[src/rtl/gf2m_ds_mul_if.sv]
// Start/done handshake bundle for the digit-serial GF(2^M) multiplier.
interface gf2m_ds_mul_if #(
    parameter int M = 239
);
    logic         start;
    logic [M-1:0] a;
    logic [M-1:0] b;
    logic         busy;
    logic         done;
    logic [M-1:0] z;

    modport master (
        output start, a, b,
        input  busy, done, z
    );

    modport slave (
        input  start, a, b,
        output busy, done, z
    );
endinterface

[src/rtl/gf2m_ds_mul.sv]
// Digit-serial MSB-first GF(2^M) polynomial-basis multiplier, z = a*b mod f.
// One D-bit digit of b per cycle, single-step reduction by the tail POLY.
module gf2m_ds_mul #(
    parameter int           M    = 239,
    parameter int           D    = 8,
    parameter logic [M-1:0] POLY = (M'(1) << 158) | M'(1)
) (
    input logic          clk,
    input logic          rst_n,
    input logic          clr,
    gf2m_ds_mul_if.slave bus
);
    localparam int N  = (M + D - 1) / D;
    localparam int NW = N * D;
    localparam int CW = (N > 1) ? $clog2(N) : 1;

    typedef enum logic [1:0] {
        IDLE,
        CALC,
        DONE
    } state_t;

    state_t         state;
    state_t         state_n;
    logic [M-1:0]   areg;
    logic [NW-1:0]  breg;
    logic [M-1:0]   acc;
    logic [M-1:0]   acc_nx;
    logic [M-1:0]   zq;
    logic [CW-1:0]  cnt;
    logic           fin;
    logic           go;
    logic [D-1:0]   dig;
    logic [D-1:0]   hi;
    logic [M+D-1:0] t;

    assign go  = bus.start && !clr && (state == IDLE || state == DONE);
    assign dig = breg[NW-1 -: D];

    // Both partial terms share one fold: the overflow above x^M is < D bits
    // wide, so hi*POLY stays below degree M when D <= M - deg(POLY).
    always_comb begin
        t = {acc, {D{1'b0}}};
        for (int i = 0; i < D; i++) begin
            if (dig[i]) t = t ^ ({{D{1'b0}}, areg} << i);
        end
        hi     = t[M+D-1 -: D];
        acc_nx = t[M-1:0];
        for (int i = 0; i < D; i++) begin
            if (hi[i]) acc_nx = acc_nx ^ (POLY << i);
        end
    end

    always_ff @(posedge clk or negedge rst_n) begin
        if (!rst_n) state <= IDLE;
        else        state <= state_n;
    end

    always_comb begin
        state_n = state;
        if (clr) begin
            state_n = IDLE;
        end else begin
            case (state)
                IDLE:    if (bus.start) state_n = CALC;
                CALC:    if (fin) state_n = DONE;
                DONE:    state_n = bus.start ? CALC : IDLE;
                default: state_n = IDLE;
            endcase
        end
    end

    // fin marks the extra CALC cycle that publishes acc after the last digit.
    always_ff @(posedge clk or negedge rst_n) begin
        if (!rst_n) begin
            areg <= '0;
            breg <= '0;
            acc  <= '0;
            zq   <= '0;
            cnt  <= '0;
            fin  <= 1'b0;
        end else if (clr) begin
            acc  <= '0;
            zq   <= '0;
            cnt  <= '0;
            fin  <= 1'b0;
        end else if (go) begin
            areg <= bus.a;
            breg <= NW'(bus.b);
            acc  <= '0;
            cnt  <= CW'(N - 1);
            fin  <= 1'b0;
        end else if (state == CALC) begin
            if (fin) begin
                zq <= acc;
            end else begin
                acc  <= acc_nx;
                breg <= breg << D;
                if (cnt == '0) fin <= 1'b1;
                else           cnt <= cnt - CW'(1);
            end
        end
    end

    assign bus.busy = (state == CALC);
    assign bus.done = (state == DONE);
    assign bus.z    = zq;
endmodule

[src/flat_wrapper.sv]
// flat-port wrapper written by rule: the top's interface ports become plain ports
module gf2m_ds_mul_flat 
#(
    parameter int           M    = 239,
    parameter int           D    = 8,
    parameter logic [M-1:0] POLY = (M'(1) << 158) | M'(1)
)
  (clk, rst_n, clr, bus_start, bus_a, bus_b, bus_busy, bus_done, bus_z);
  gf2m_ds_mul_if #(.M(M)) bus_i ();
  input logic clk;
  input logic rst_n;
  input logic clr;
  input wire logic [$bits(bus_i.start)-1:0] bus_start;
  input wire logic [$bits(bus_i.a)-1:0] bus_a;
  input wire logic [$bits(bus_i.b)-1:0] bus_b;
  output wire logic [$bits(bus_i.busy)-1:0] bus_busy;
  output wire logic [$bits(bus_i.done)-1:0] bus_done;
  output wire logic [$bits(bus_i.z)-1:0] bus_z;
  assign bus_i.start = bus_start;
  assign bus_i.a = bus_a;
  assign bus_i.b = bus_b;
  assign bus_busy = bus_i.busy;
  assign bus_done = bus_i.done;
  assign bus_z = bus_i.z;
  gf2m_ds_mul #(.M(M), .D(D), .POLY(POLY)) u_core (.clk(clk), .rst_n(rst_n), .clr(clr), .bus(bus_i));
endmodule
[config.mk]
export PLATFORM = sky130hd
export DESIGN_NAME = gf2m_ds_mul_flat
export DESIGN_NICKNAME = d
export VERILOG_FILES = /design/src/rtl/gf2m_ds_mul_if.sv /design/src/rtl/gf2m_ds_mul.sv /design/src/flat_wrapper.sv
export SDC_FILE = /design/constraint.sdc
export NUM_CORES = 2
export LEC_CHECK = 0
export CAP_MARGIN = 0
export CORE_MARGIN = 4
export CORE_UTILIZATION = 60
export CTS_CLUSTER_DIAMETER = 120
export CTS_CLUSTER_SIZE = 30
export DETAILED_ROUTE_END_ITERATION = 10
export GPL_ROUTABILITY_DRIVEN = 0
export PLACE_DENSITY = 0.84
export SLEW_MARGIN = 20
export SYNTH_ARGS = -nofsm -noshare
export SYNTH_HDL_FRONTEND = slang
export SYNTH_SLANG_ARGS = --single-unit
[constraint.sdc]
create_clock -name clk -period 4.8 [get_ports clk]
set_input_delay 1.2 -clock clk [delete_from_list [all_inputs] [get_ports clk]]
set_output_delay 1.2 -clock clk [all_outputs]
set_load 0.005 [all_outputs]
==> run summary <==
FF-to-FF path depth - 7
Post-Syn Area per Cell - 8.23 sq um
Slew @ Worst Pin - 1.19 ns
R2r startpoint - u_core.breg[238]
Setup TNS - 0 ns
Synthesized area - 63300 sq um
# rows - 118
Top Layer Used - met5
Met2 Wirelength - 89200 um
Cell Pwr Density - 497 nW/um^2
Clock buffer count from CTS - 39
Max-slew headroom at the worst pin - 0.209
Grt ovf - 0
Iter 0 DRT Violations - 5218
Crit-path cells - clkdlybuf4s50_1 -> a21oi_4 -> buf_4 -> a22o_1
Hold wc startpoint - u_core.breg[129]
Synth Flop Type - dfrtp_1
Final setup violation count - 0
Max H-tree Level - 2
Area after DPL - 69800 sq um
Hold Buf Count CTS - 0
Ports - 723
TritonCTS clock tree - done
CP arrival - 3.73 ns
Outcome - completed
Final worst path period need - 3.13 ns
Total placed cells including tap cells - 9211
CP Capture Type - flop
Post-DP HPWL - 132000 um
Slew Limit Fails - 0
Synth area leader - dfrtp_1
WHS Path Cells - 2
FILL cells - 8125
Cells after Synth - 7692
Met3 wire length - 15500 um
Leak - 29.3 nW
DRC errors left - 0
CTS clk-pin slew, worst paths - 0.11 ns
Startpoint Class - input port
Ratio of cells with drive above 1 in the final layout - 0.0355
Slowest CP cell - a21oi_4
Final cell count without fillers - 9281
Clock latency on the worst-skew pair - 0.66 ns
Number of detailed-route iterations in the first pass - 9
CTS Sinks - 965
Port Buffers - 722
Net Count, Synth - 8176
CTS-repair resized insts - 0
Power Total - 35.3 mW
DIE WIDTH - 333 um
Post-DRT Antenna Nets - 0
Core footprint - 104000 sq um
Final Cycle Share - 0.652
Storage element area - 24200 sq um
Count of final hold-check violations - 0
Area Overhead vs Synth - 12.1%
WL met1 - 70000 um
Post-synth cell types - 36
Top cell type's share of synthesized area - 0.381
Setup WS pre-CTS - 1.03 ns
CP Class - in -> reg
Vias/cell - 5.70
Hold EP - u_core.breg[129]
Die footprint - 111000 sq um
First-pass GRT wire length - 293000 um
PnR worst setup slack - 1.67 ns
Clk root buf - clkbuf_16
Antenna violations before repair - 26
Global Route Usage Sum - 0.327
EDFF count, synth - 0
Seq/Total Area, Yosys - 0.381
Final Instance Area - 71000 sq um
Max rail drop VDD - 0.343 mV
Die Height - 333 um
Initial Util - 0.608
Via count - 52900
Fmax - 320 MHz
Hold WC Path Type - reg -> reg
Yosys warnings - 0
Largest net degree at the start of global routing - 241
Worst-path maximum fanout - 26
Post-CTS Setup Bufs - 0
Final core utilization - 0.682
Max-Cap Viols - 0
Layout net count - 8357
Vias in the first global route - 51600
FFs w/ async S/R, synth - 1.00
Multi-input gate area - 35300 sq um
Unrepaired setup endpoints after global routing - false
WP data required - 5.40 ns
Worst hold margin - 0.488 ns
CP peak stage delay - 1.05 ns
Worst R2R Setup Slack - 1.85 ns
Clk_skew - 0.0183 ns
Max clock buf depth - 3
Yosys reg bits - 965
Largest cells by area after synthesis - dfrtp_1, nand2_1, xnor2_1
Wire length per cell - 20.2 um
Total Wirelength - 187000 um
Reg-to-Reg End - u_core.acc[97]
## worst max-delay path, delay by kind of cell
family	cells	cell delay, ns
buffers and inverters	2	1.27
AO/OA/AOI/OAI	2	1.25
## final cells by class
type                       instances  share of cell area
multi-input combinational       6028               0.497
sequential                       965               0.341
timing repair buffer             835               0.121
tap                             1380              0.0243
clock buffer                      42              0.0143
clock inverter                    10             0.00129
antenna                           17            0.000599
inverter                           4            0.000211
## power breakdown
group / total, mW / leakage [nW] / switching, mW / internal, mW
Clock: 4.23 / 0.539 / 2.66 / 1.57
Sequential: 13.2 / 12.7 / 3.39 / 9.85
Combinational: 17.8 / 16.1 / 9.26 / 8.53
## worst max-delay path by stage
stage	cells past startpoint	to	slack (ns)	start
finish	4	u_core.bus.z[204]	1.67	clr
global placement	4	u_core.bus.z[189]	1.09	clr
floorplan	5	u_core.bus.z[0]	2.40	clr
CTS	2	bus_busy	1.70	u_core.state[0]
global route	4	u_core.bus.z[190]	1.59	clr
detailed placement	4	u_core.bus.z[190]	1.03	clr
## layer usage
metal	GRT usage	up-vias
li1	-	24100
met1	0.406	25600
met4	0.188	14
met2	0.539	2571
met3	0.0588	530
met5	0	-
## sequential cells by signal, summed over array words and instances, names as in the netlist
signal	count
u_core.breg	240
u_core.acc	239
u_core.areg	239
u_core.bus.z	239
u_core.cnt	5
u_core.state	2
u_core.fin	1
## synth_stat cells (2+ instances only)
master / instances
buf_12: 4
buf_2: 189
a22oi_1: 223
nand2_1: 3299
nand2_2: 42
nand2b_1: 3
buf_4: 13
dfrtp_1: 965
nor2_1: 13
a21oi_1: 14
nand3_1: 2
o21ai_0: 4
xnor2_1: 1167
buf_6: 118
xnor2_2: 44
a22o_1: 239
o21ai_1: 236
a31oi_1: 9
ha_1: 2
buf_8: 4
nor2_4: 2
buf_1: 43
clkbuf_1: 323
nand2_4: 10
inv_1: 4
xor2_1: 706
xnor3_1: 4
nor2b_1: 2
## cells in the final DEF (no fill, tap or decap), drive strengths merged, types with 42 or more instances in the layout
cell type	count
clkbuf	42
o21ai	240
buf	114
xor2	706
a22o	239
nand2	3351
clkdlybuf4s50	721
dfrtp	965
xnor2	1211
a22oi	223
## logic make-up (layout without fill, tap and decap cells)
kind of cell,Yosys count,after routing,synth area share
compound gates,725,725,0.0805
xor+xnor,1921,1921,0.272
fa+ha+maj,2,2,0.000395
buf+inv,699,891,0.0617
flops,965,965,0.381
other cells,0,17,0
simple gates,3380,3380,0.204
Power figures use the tool's default switching activity.
